File: src/rtl/sobel_frame_sched.sv
// sobel_frame_sched: shares one Sobel engine between two pixel sources.
// The engine is granted to one source per frame (round-robin), and it is held
// in reset between frames. It also marks which engine output cycles carry valid
// edge pixels. A frame is aborted on an underrun or a misplaced SOF.
module sobel_frame_sched #(
  parameter int W = 720,
  parameter int H = 540
) (
  input  logic            clk,
  input  logic            rst,
  input  logic            en_i,
  input  logic [1:0]      src_valid_i,
  input  logic [1:0]      src_sof_i,
  input  logic [1:0][7:0] src_pixel_i,
  output logic [1:0]      src_ready_o,
  output logic            eng_rst_o,
  output logic [7:0]      eng_pixel_o,
  input  logic [7:0]      eng_sobel_i,
  output logic            out_valid_o,
  output logic            out_sof_o,
  output logic            out_src_o,
  output logic [7:0]      out_pixel_o,
  output logic            frame_done_o,
  output logic            err_underrun_o,
  output logic            err_sof_o
);

  localparam int NPIX  = W * H;
  localparam int CNT_W = (NPIX > 1) ? $clog2(NPIX) : 1;
  localparam logic [CNT_W-1:0] LAST_PIX = CNT_W'(NPIX - 1);
  localparam logic [CNT_W-1:0] FILL_PIX = CNT_W'(2 * W);

  typedef enum logic [1:0] {
    IDLE   = 2'd0,
    ARM    = 2'd1,
    STREAM = 2'd2
  } state_e;

  state_e           state_q, state_d;
  logic [CNT_W-1:0] cnt_q, cnt_d;
  logic             prio_q, prio_d;
  logic             g_q, g_d;
  logic             frame_done_q, frame_done_d;
  logic             err_underrun_q, err_underrun_d;
  logic             err_sof_q, err_sof_d;

  logic [1:0] req_s;
  logic       cur_valid_s;
  logic       cur_sof_s;
  logic       streaming_s;

  assign req_s       = src_valid_i & src_sof_i & {2{en_i}};
  assign cur_valid_s = src_valid_i[g_q];
  assign cur_sof_s   = src_sof_i[g_q];
  assign streaming_s = (state_q == STREAM);

  // State, counter, arbitration pointer and flag registers.
  always_ff @(posedge clk or posedge rst) begin
    if (rst) begin
      state_q        <= IDLE;
      cnt_q          <= '0;
      prio_q         <= 1'b0;
      g_q            <= 1'b0;
      frame_done_q   <= 1'b0;
      err_underrun_q <= 1'b0;
      err_sof_q      <= 1'b0;
    end else begin
      state_q        <= state_d;
      cnt_q          <= cnt_d;
      prio_q         <= prio_d;
      g_q            <= g_d;
      frame_done_q   <= frame_done_d;
      err_underrun_q <= err_underrun_d;
      err_sof_q      <= err_sof_d;
    end
  end

  // Next-state logic: grant in IDLE, one ARM cycle, then stream or abort.
  always_comb begin
    state_d        = state_q;
    cnt_d          = cnt_q;
    prio_d         = prio_q;
    g_d            = g_q;
    frame_done_d   = 1'b0;
    err_underrun_d = err_underrun_q;
    err_sof_d      = err_sof_q;
    case (state_q)
      IDLE: begin
        if (req_s != 2'b00) begin
          g_d     = (req_s == 2'b11) ? prio_q : req_s[1];
          state_d = ARM;
        end else begin
          state_d = IDLE;
        end
      end
      ARM: begin
        cnt_d   = '0;
        state_d = STREAM;
      end
      STREAM: begin
        if (!cur_valid_s) begin
          // Engine cannot stall: a missing pixel kills the frame.
          err_underrun_d = 1'b1;
          state_d        = IDLE;
          prio_d         = ~g_q;
          cnt_d          = '0;
        end else if (cur_sof_s != (cnt_q == '0)) begin
          // SOF must appear on the first pixel and nowhere else.
          err_sof_d = 1'b1;
          state_d   = IDLE;
          prio_d    = ~g_q;
          cnt_d     = '0;
        end else if (cnt_q == LAST_PIX) begin
          frame_done_d = 1'b1;
          state_d      = IDLE;
          prio_d       = ~g_q;
          cnt_d        = '0;
        end else begin
          cnt_d = cnt_q + CNT_W'(1);
        end
      end
      default: begin
        state_d = IDLE;
        cnt_d   = '0;
      end
    endcase
  end

  // The engine is held in reset whenever no frame is armed or streaming.
  assign eng_rst_o   = (state_q == IDLE);
  assign src_ready_o = streaming_s ? (g_q ? 2'b10 : 2'b01) : 2'b00;
  assign eng_pixel_o = streaming_s ? src_pixel_i[g_q] : 8'd0;

  // The first two lines only fill the engine line buffers.
  assign out_valid_o    = streaming_s & cur_valid_s & (cnt_q >= FILL_PIX);
  assign out_sof_o      = out_valid_o & (cnt_q == FILL_PIX);
  assign out_src_o      = g_q;
  assign out_pixel_o    = eng_sobel_i;
  assign frame_done_o   = frame_done_q;
  assign err_underrun_o = err_underrun_q;
  assign err_sof_o      = err_sof_q;

endmodule

File: config.mk
export PLATFORM = sky130hd
export DESIGN_NAME = sobel_frame_sched
export DESIGN_NICKNAME = d
export VERILOG_FILES = /design/src/rtl/sobel_frame_sched.sv
export SDC_FILE = /design/constraint.sdc
export NUM_CORES = 1
export LEC_CHECK = 0
export ABC_AREA = 1
export CAP_MARGIN = 20
export CORE_MARGIN = 3
export CORE_UTILIZATION = 48
export CTS_CLUSTER_DIAMETER = 50
export CTS_CLUSTER_SIZE = 8
export DETAILED_ROUTE_END_ITERATION = 10
export PLACE_DENSITY_LB_ADDON = 0.2
export SETUP_SLACK_MARGIN = 0.1
export SLEW_MARGIN = 20
export SYNTH_ARGS = -nofsm -noshare
export SYNTH_HDL_FRONTEND = slang
export SYNTH_SLANG_ARGS = --single-unit
File: constraint.sdc
create_clock -name clk -period 2.02 [get_ports clk]
set_input_delay 0.404 -clock clk [delete_from_list [all_inputs] [get_ports clk]]
set_output_delay 0.404 -clock clk [all_outputs]
set_load 0.05 [all_outputs]
Yosys cells after proc, flatten, opt, wreduce, memory -nomap -nowiden
Index checks and enable logic that the tools add are counted.
Storage, ports and cells
  register bits after elaboration: 26
  bits of input ports: 31
  output and inout bits: 25
  logic and storage cells: 58
Operators by class
  $add $sub $neg: 1
  order comparisons: 2
  equality and inequality tests: 8
  mux-type cells: 26
  bitwise operators: 7
  reduce and logical (&&, ||, !) cells: 7
Operators with widths (count)
  19-bit two-way mux: 3
  19-bit one-hot mux with 2 select lines: 1
  8-bit two-way mux: 3
  19-bit by 1-bit adder with 19-bit output, second input constant: 1
  19-bit by 11-bit == test with 1-bit output, second input constant: 1
  19-bit == test, second input constant: 1
  19-bit by 11-bit >= comparator with 1-bit output, second input constant: 1
  19-bit zero test: 1
  1-bit two-way mux: 13
  2-bit two-way mux: 5
  2-bit one-hot mux with 3 select lines: 1
  2-bit AND reduction: 3
  2-bit bitwise AND: 2
  2-bit == test, second input constant: 2
  4-bit by 2-bit != test with 1-bit output, second input constant: 1
  1-bit bitwise AND: 3
  3-bit by 1-bit != test with 1-bit output, second input constant: 1
  3-bit AND reduction: 1
  2-bit by 1-bit == test with 1-bit output, second input constant: 1
  2-bit zero test: 1
  1-bit by 2-bit less-than comparator with 1-bit output, second input constant: 1
  1-bit inverter: 2
  2-bit nonzero test: 1
  1-bit != test: 1

Longest topological paths before layout
Gate-level depths: netlist (run 1).
  word-level depth: 6
  gate-level depth with buffers: 11
  depth with buffers taken out: 11

Least setup slack after synthesis (run 1)
Ideal clock, no wire load.
  path type: reg2out
  start point: reg g_q, in the netlist out_src_o
  end point: out eng_pixel_o[0]
  data arrival time: 2.267 ns
  required time: 1.616 ns
  setup slack: -0.651 ns
  stages on the path, launching flop included: 4
  buffers on the path: 0
  cells stage by stage: dfrtp_1 inv_2 nor2_1 a22o_1
On the way
  word-level cells in the longest chain between the ends: 3
Ends and longest elaborated chain
  from (decl): line 42  | logic g_q, g_d;
  from (signal assigned): line 71  | g_q <= g_d;
  8-bit two-way mux (not written as such) (2 in a row): line 132  | assign eng_pixel_o = streaming_s ? src_pixel_i[g_q] : 8'd0;
  8-bit two-way mux: line 132
  to (decl): line 17  | output logic [7:0] eng_pixel_o,
Every way passes these cells. The select of a mux whose other input is x is not followed.

Worst setup path after layout (run 1)
  start point: reg cnt_q[11]
  end point: out out_sof_o
On the way
  word-level cells in the longest chain between the ends: 3
  elaborated cells between the ends (all ways): 4
  classes of those cells: order compare (1); eq/ne (1); bitwise (2)
Ends and longest elaborated chain
  from (decl): line 40  | logic [CNT_W-1:0] cnt_q, cnt_d;
  from (signal assigned): line 69  | cnt_q <= cnt_d;
  19-bit by 11-bit >= comparator with 1-bit output: line 135  | assign out_valid_o = streaming_s & cur_valid_s & (cnt_q >= FILL_PIX);
  1-bit bitwise AND: line 135
  1-bit bitwise AND *: line 136  | assign out_sof_o = out_valid_o & (cnt_q == FILL_PIX);
  to (decl): line 20  | output logic out_sof_o,
Mark *: on every way between the ends. The rest lies on a longest branch, timed or not.

==> flow_metrics.py, run 1 <==
metrics = {
    "flow_run": {
        "maxCapViolations": 0,
    },
    "clock_tree": {
        "clk_path_buf_depth": 2,
        "clkTransAtPathRegs_ps": 100,
        "clkLatencyLatePin_ps": 280,
        "postCtsHoldBufs": 0,
        "cts_tree": "done",
        "cts_inserted_buffers": 3,
        "ctsHtreeMaxLevel": 1,
        "clock-root-buffer": "clkbuf_8",
        "clock-sinks": 26,
    },
    "route": {
        "drtIter0Drc": 131,
        "vias_per_cell": 5.315,
        "drtAntennaViolNets": 0,
        "wire_per_inst_um": 14.82,
        "via_count": 1993,
        "first_pass_iters": 5,
        "routed_wl_um": 5558,
        "drc": 0,
    },
    "floorplanning": {
        "rows": 22,
        "fp.dieW_um": 70.10,
        "io_pins": 56,
        "coreArea_um2": 3799,
        "design.die.area_um2": 4913,
        "fp.dieH_um": 70.10,
        "start_util": 0.5191,
    },
    "timing": {
        "period_minus_slack_ps": 1963,
        "post-route-period-util": 0.9717,
        "finClkSkew_ps": 15.67,
        "rsz0062_at_grt": "yes",
        "hold_violations": 0,
        "setup_slack_ps": 57.17,
        "tightest_slew_ps": 546.6,
        "fmax_mhz": 509.5,
        "setup_violations": 0,
        "timing.slew.headroom": 0.6345,
        "maxSlewViolCount": 0,
        "fin_tns_setup_ps": 0,
    },
    "place": {
        "place.gp.congestion": 0.8959,
        "dp_slack_ps": -71.97,
        "dp_cells": 364,
        "placed_cell_area_um2": 2597,
        "dp_hpwl_um": 4142,
        "port_buffers": 39,
    },
    "worst_setup_path": {
        "setup.worst_path.end_class": "output pin",
        "path_max_fanout": 5,
        "crit_required_ps": 1620,
        "arrival_ps": 1560,
        "critPathKind": "register to output pin",
        "start_kind": "register",
    },
    "status": {
        "status": "completed",
    },
    "finish": {
        "synthToLayoutAreaGrowth_pct": 40.04,
        "num_antenna_cells": 0,
        "drive_gt1_frac": 0.2538,
        "fin_area_um2": 2761,
        "fin_cells": 375,
        "num-nets-final": 361,
    },
    "power_and_ir_drop": {
        "pwr-share-clk": 0.201,
        "combPwrFrac": 0.456,
        "ir_drop_v": 0.0004694,
        "power.leakage_nw": 1.302,
        "seqPwrFrac": 0.343,
        "p_per_area_nw_per_um2": 635.4,
        "p_sw_frac": 0.4015,
        "internal_power_mw": 1.050,
        "p_sw_uw": 704.4,
    },
    "hold_path": {
        "hold_class": "input pin to async pin",
    },
    "global_route": {
        "grt_max_degree": 27,
        "grt_overflow": 0,
        "antenna_found_initial": 0,
        "grtUsageTotal": 0.2280,
        "grt_pass1_vias": 1862,
        "grt_pass1_wl_um": 9101,
    },
    "synthesis": {
        "synth_warnings": 0,
        "syn_area_um2": 1972,
        "synth_cell_types": 31,
        "syn-num-nets": 309,
        "postSynthAreaPerCell_um2": 7.145,
        "ys_ff_latch": 26,
        "ys_seq_area_frac": 0.3299,
        "syn_inst": 276,
    },
}
==> cells by family after synthesis <==
family | after synthesis | share of synthesized area
buf+inv | 49 | 0.1136
fa+ha+maj | 2 | 0.01269
flops | 26 | 0.3299
compound gates | 30 | 0.1358
simple gates | 158 | 0.3591
xor+xnor | 11 | 0.04886
==> area by class of cell <==
cell class,instances,area (um2)
clock buffer,4,55.05
fill,295,1037
inverter,37,141.4
multi-input combinational,204,1206
sequential,26,651.9
tap,48,60.06
timing repair buffer,56,646.9
==> registers in the layout (all words and copies together) (netlist names) <==
register        cells
cnt_q              19
err_sof_o           1
err_underrun_o      1
frame_done_o        1
out_src_o           1
prio_q              1
state_q             2
==> Yosys cell counts, drive strengths merged <==
cell     n  share of area
nor2    54           0.11
a31o     1         0.0044
xnor2    1         0.0044
o21bai  14          0.070
nand2   66           0.13
nor3     3         0.0076
xor2    10          0.044
clkbuf   1         0.0019
a22o     8          0.036
inv     37          0.070
ha       2          0.013
o21ai    5          0.015
buf     11          0.041
nand3   21          0.062
a21oi    2          0.011
nand4   12          0.041
dfrtp   26           0.33
and3b    1         0.0044
nand3b   1         0.0038
==> per-layer routing <==
metal	track usage	share of wire	wire, um	vias to the layer above
met4	0.05106	0.022	121	0
met2	0.3841	0.49	2749	69
met1	0.3095	0.43	2387	926
met3	0.03165	0.054	300	15
met5	0	0	0	-
li1	-	-	-	983
==> power groups by stage <==
stage / logic [mW] / registers (mW) / clock network, mW
floorplan: 0.424 / 0.657 / 0
global placement: 0.720 / 0.606 / 0
detailed placement: 0.730 / 0.606 / 0
CTS: 0.778 / 0.601 / 0.352
global route: 0.850 / 0.609 / 0.374
finish: 0.800 / 0.602 / 0.353
==> worst max-delay path: stages, from the launching register on <==
cell     delay (ps)
dfrtp_1         410
buf_4           160
nor2_1          140
nand3_1          90
nor2_1          120
nand2_2          80
nor2_4          130
buf_12          140
==> repair_timing <==
item	4_1_cts	5_1_grt
gates cloned	2	1
resized for setup	11	7
pin swaps	4	7
setup buffers	2	2
endpoints found under the setup margin	11	25
endpoints found under the hold margin	0	0
==> placed cells by master, fill, tap and decap left out, types with 2 or more instances in the layout <==
| cell type | count |
|---|---|
| nand2_4 | 2 |
| o21bai_1 | 5 |
| nor2_2 | 9 |
| ha_1 | 2 |
| nand3_1 | 18 |
| xor2_1 | 10 |
| buf_12 | 13 |
| o21ai_0 | 3 |
| o21bai_2 | 9 |
| nand2_2 | 2 |
| a22o_2 | 7 |
| nand2_1 | 62 |
| nor3_1 | 3 |
| dfrtp_1 | 25 |
| inv_2 | 4 |
| buf_4 | 17 |
| nor2_4 | 5 |
| nor2_1 | 42 |
| inv_1 | 32 |
| nand3_4 | 2 |
| clkdlybuf4s50_1 | 25 |
| o21ai_2 | 2 |
| nand3_2 | 2 |
| clkbuf_8 | 4 |
| nand4_1 | 11 |
==> through the flow <==
stage,hold slack (ps),total power [mW],utilization
floorplan,436.3,1.081,-
global placement,456.4,1.325,0.6838
detailed placement,458.3,1.335,0.6838
CTS,477.9,1.731,0.7134
global route,496.8,1.833,0.7269
finish,470.2,1.755,0.7269
==> path summary, 6_finish.rpt <==
| kind | start | end | slack (ps) | depth (start not counted) |
|---|---|---|---|---|
| worst max register to register | cnt_q[0] | prio_q | 270 | 11 |
| min in group clk | prio_q | prio_q | 480 | 2 |
| max in group asynchronous | rst | out_src_o | 1270 | 3 |
| worst min register to register | prio_q | prio_q | 480 | 2 |
| worst max-delay path | cnt_q[11] | out_sof_o | 60 | 7 |
| worst min-delay path | rst | cnt_q[18] | 470 | 3 |
(Power assumes the default switching activity.)
==> inputs of run 2 (changes only) <==
--- a/config.mk
+++ b/config.mk
@@ -12,6 +12,7 @@
 export CTS_CLUSTER_DIAMETER = 50
 export CTS_CLUSTER_SIZE = 8
 export DETAILED_ROUTE_END_ITERATION = 10
+export DONT_BUFFER_PORTS = 1
 export PLACE_DENSITY_LB_ADDON = 0.2
 export SETUP_SLACK_MARGIN = 0.1
 export SLEW_MARGIN = 20
==> constraint.sdc (replaced) <==
create_clock -name clk -period 2.2 [get_ports clk]
set_input_delay 0.44 -clock clk [delete_from_list [all_inputs] [get_ports clk]]
set_output_delay 0.44 -clock clk [all_outputs]
set_load 0.05 [all_outputs]
==> run 2 against run 1 <==
Net effect:
- via count down 9.3%
- non-clock buffer count down 33
- worst setup slack better by 17 ps
- combinational power down 27%
- power down 16%
- global-route usage down 4.0 points
- worst hold slack worse by 380 ps
- flip-flop and latch count unchanged
- largest cell class unchanged
==> flow_metrics.py, run 2 (same netlist as run 1, synthesis figures left out) <==
metrics = {
    "status": {
        "status": "completed",
    },
    "power_and_ir_drop": {
        "combPwrFrac": 0.397,
        "pwr-share-clk": 0.214,
        "ir_drop_v": 0.0003956,
        "p_per_area_nw_per_um2": 626.3,
        "seqPwrFrac": 0.389,
        "p_sw_frac": 0.3992,
        "internal_power_uw": 883.6,
        "p_sw_uw": 587.3,
        "power.leakage_nw": 1.131,
    },
    "clock_tree": {
        "clock-root-buffer": "clkbuf_8",
        "cts_inserted_buffers": 3,
        "cts_tree": "done",
        "clkLatencyLatePin_ps": 270,
        "clock-sinks": 26,
        "clkTransAtPathRegs_ps": 90,
        "ctsHtreeMaxLevel": 1,
        "clk_path_buf_depth": 2,
        "postCtsHoldBufs": 0,
    },
    "floorplanning": {
        "coreArea_um2": 3799,
        "fp.dieW_um": 70.10,
        "fp.dieH_um": 70.10,
        "design.die.area_um2": 4913,
        "rows": 22,
        "io_pins": 56,
        "start_util": 0.5191,
    },
    "place": {
        "dp_hpwl_um": 3647,
        "dp_slack_ps": 297.1,
        "place.gp.congestion": 0.8999,
        "placed_cell_area_um2": 2211,
        "port_buffers": 0,
        "dp_cells": 328,
    },
    "flow_run": {
        "maxCapViolations": 0,
    },
    "timing": {
        "fmax_mhz": 470.5,
        "setup_slack_ps": 74.53,
        "post-route-period-util": 0.9661,
        "finClkSkew_ps": 5.251,
        "hold_violations": 0,
        "tightest_slew_ps": 543.2,
        "maxSlewViolCount": 0,
        "timing.slew.headroom": 0.6375,
        "period_minus_slack_ps": 2125,
        "rsz0062_at_grt": "yes",
        "setup_violations": 0,
    },
    "worst_setup_path": {
        "start_kind": "register",
        "arrival_ps": 1690,
        "path_max_fanout": 6,
        "cp_cell_sequence": "nor2_4 -> nand2_1 -> nor2_2 -> nand4_1 -> o21ai_2 -> inv_1 -> buf_12",
        "crit_required_ps": 1760,
        "setup.worst_path.end_class": "output pin",
        "worst_path_max_delay_cell": "dfrtp_2",
        "critPathKind": "register to output pin",
        "critPathMaxStageDelay_ps": 460,
    },
    "finish": {
        "synthToLayoutAreaGrowth_pct": 19.10,
        "layout_commonest_cell": "nand2_1",
        "num-nets-final": 326,
        "num_antenna_cells": 0,
        "largest_register": "cnt_q",
        "drive_gt1_frac": 0.2192,
        "final_cell_mix": "63 x nand2_1, 44 x nor2_1, 34 x inv_1, 22 x dfrtp_1, 19 x nand3_1",
        "largest_reg_flops": 19,
        "multiInputGateArea_um2": 1137,
        "largestRegisters": "cnt_q: 19 flops, state_q: 2 flops",
        "fillers": 355,
        "seq_area_um2": 655.6,
        "fin_cells": 340,
        "fin_area_um2": 2349,
    },
    "global_route": {
        "antenna_found_initial": 0,
        "grt_pass1_vias": 1641,
        "grtUsageTotal": 0.1884,
        "grt_max_degree": 27,
        "grt_pass1_wl_um": 7576,
        "grt_overflow": 0,
    },
    "route": {
        "drtIter0Drc": 172,
        "first_pass_iters": 4,
        "wire_per_inst_um": 14.44,
        "drtAntennaViolNets": 0,
        "routed_wl_um": 4911,
        "drc": 0,
        "via_count": 1807,
        "vias_per_cell": 5.315,
    },
    "hold_path": {
        "hold_class": "input pin to async pin",
    },
}
-- run 2: worst max-delay path, delay by kind of cell, from the launching register on --
family                 cells  cell delay [ps]
DFF                        1              460
AOI/OAI and AO/OA          1              190
and+or+nand+nor            4              510
buffers and inverters      2              240
-- run 2: worst paths after layout --
path | startpoint | endpoint | slack [ps] | cells after the start
max | cnt_q[17] | out_valid_o | 70 | 7
min | rst | cnt_q[16] | 90 | 2
max reg2reg | cnt_q[0] | cnt_q[3] | 300 | 7
min reg2reg | prio_q | prio_q | 480 | 2
max in group asynchronous | rst | out_src_o | 1840 | 2
min in group clk | src_sof_i[1] | state_q[0] | 390 | 2
-- run 2: area by class of cell --
class                           instances  share of cell area
Tap cell                               48             0.02557
Sequential cell                        26              0.2792
Multi-Input combinational cell        202              0.4843
Clock buffer                            4             0.02344
Timing Repair Buffer                   23              0.1284
Inverter                               37             0.05914
-- run 2: power by group through the flow --
| stage | logic, mW | clock network [mW] | registers, mW |
|---|---|---|---|
| finish | 0.584 | 0.315 | 0.572 |
| global placement | 0.543 | 0 | 0.580 |
| global route | 0.620 | 0.338 | 0.576 |
| floorplan | 0.385 | 0 | 0.603 |
| detailed placement | 0.549 | 0 | 0.582 |
| CTS | 0.551 | 0.325 | 0.573 |
-- run 2: through the flow --
step / utilization / setup TNS (ps) / power [mW] / hold slack (ps)
floorplan: - / 0 / 0.9879 / 436.3
global placement: 0.5820 / 0 / 1.124 / 410.7
detailed placement: 0.5820 / 0 / 1.132 / 407.4
CTS: 0.5978 / 0 / 1.448 / 105.9
global route: 0.6182 / -5.943 / 1.534 / 122.5
finish: 0.6182 / 0 / 1.471 / 93.93
-- run 2: what timing repair did --
action	CTS	global route
pin swaps	0	8
endpoints found under the setup margin	2	10
cloned	0	1
setup buffers	0	7
resized for setup	3	8
-- run 2: layer usage --
metal	vias to the layer above	global-route usage	wire length [um]
li1	909	-	-
met1	836	0.2666	2190
met5	-	0	0
met4	0	0.04681	50
met3	8	0.02302	243
met2	54	0.3054	2426
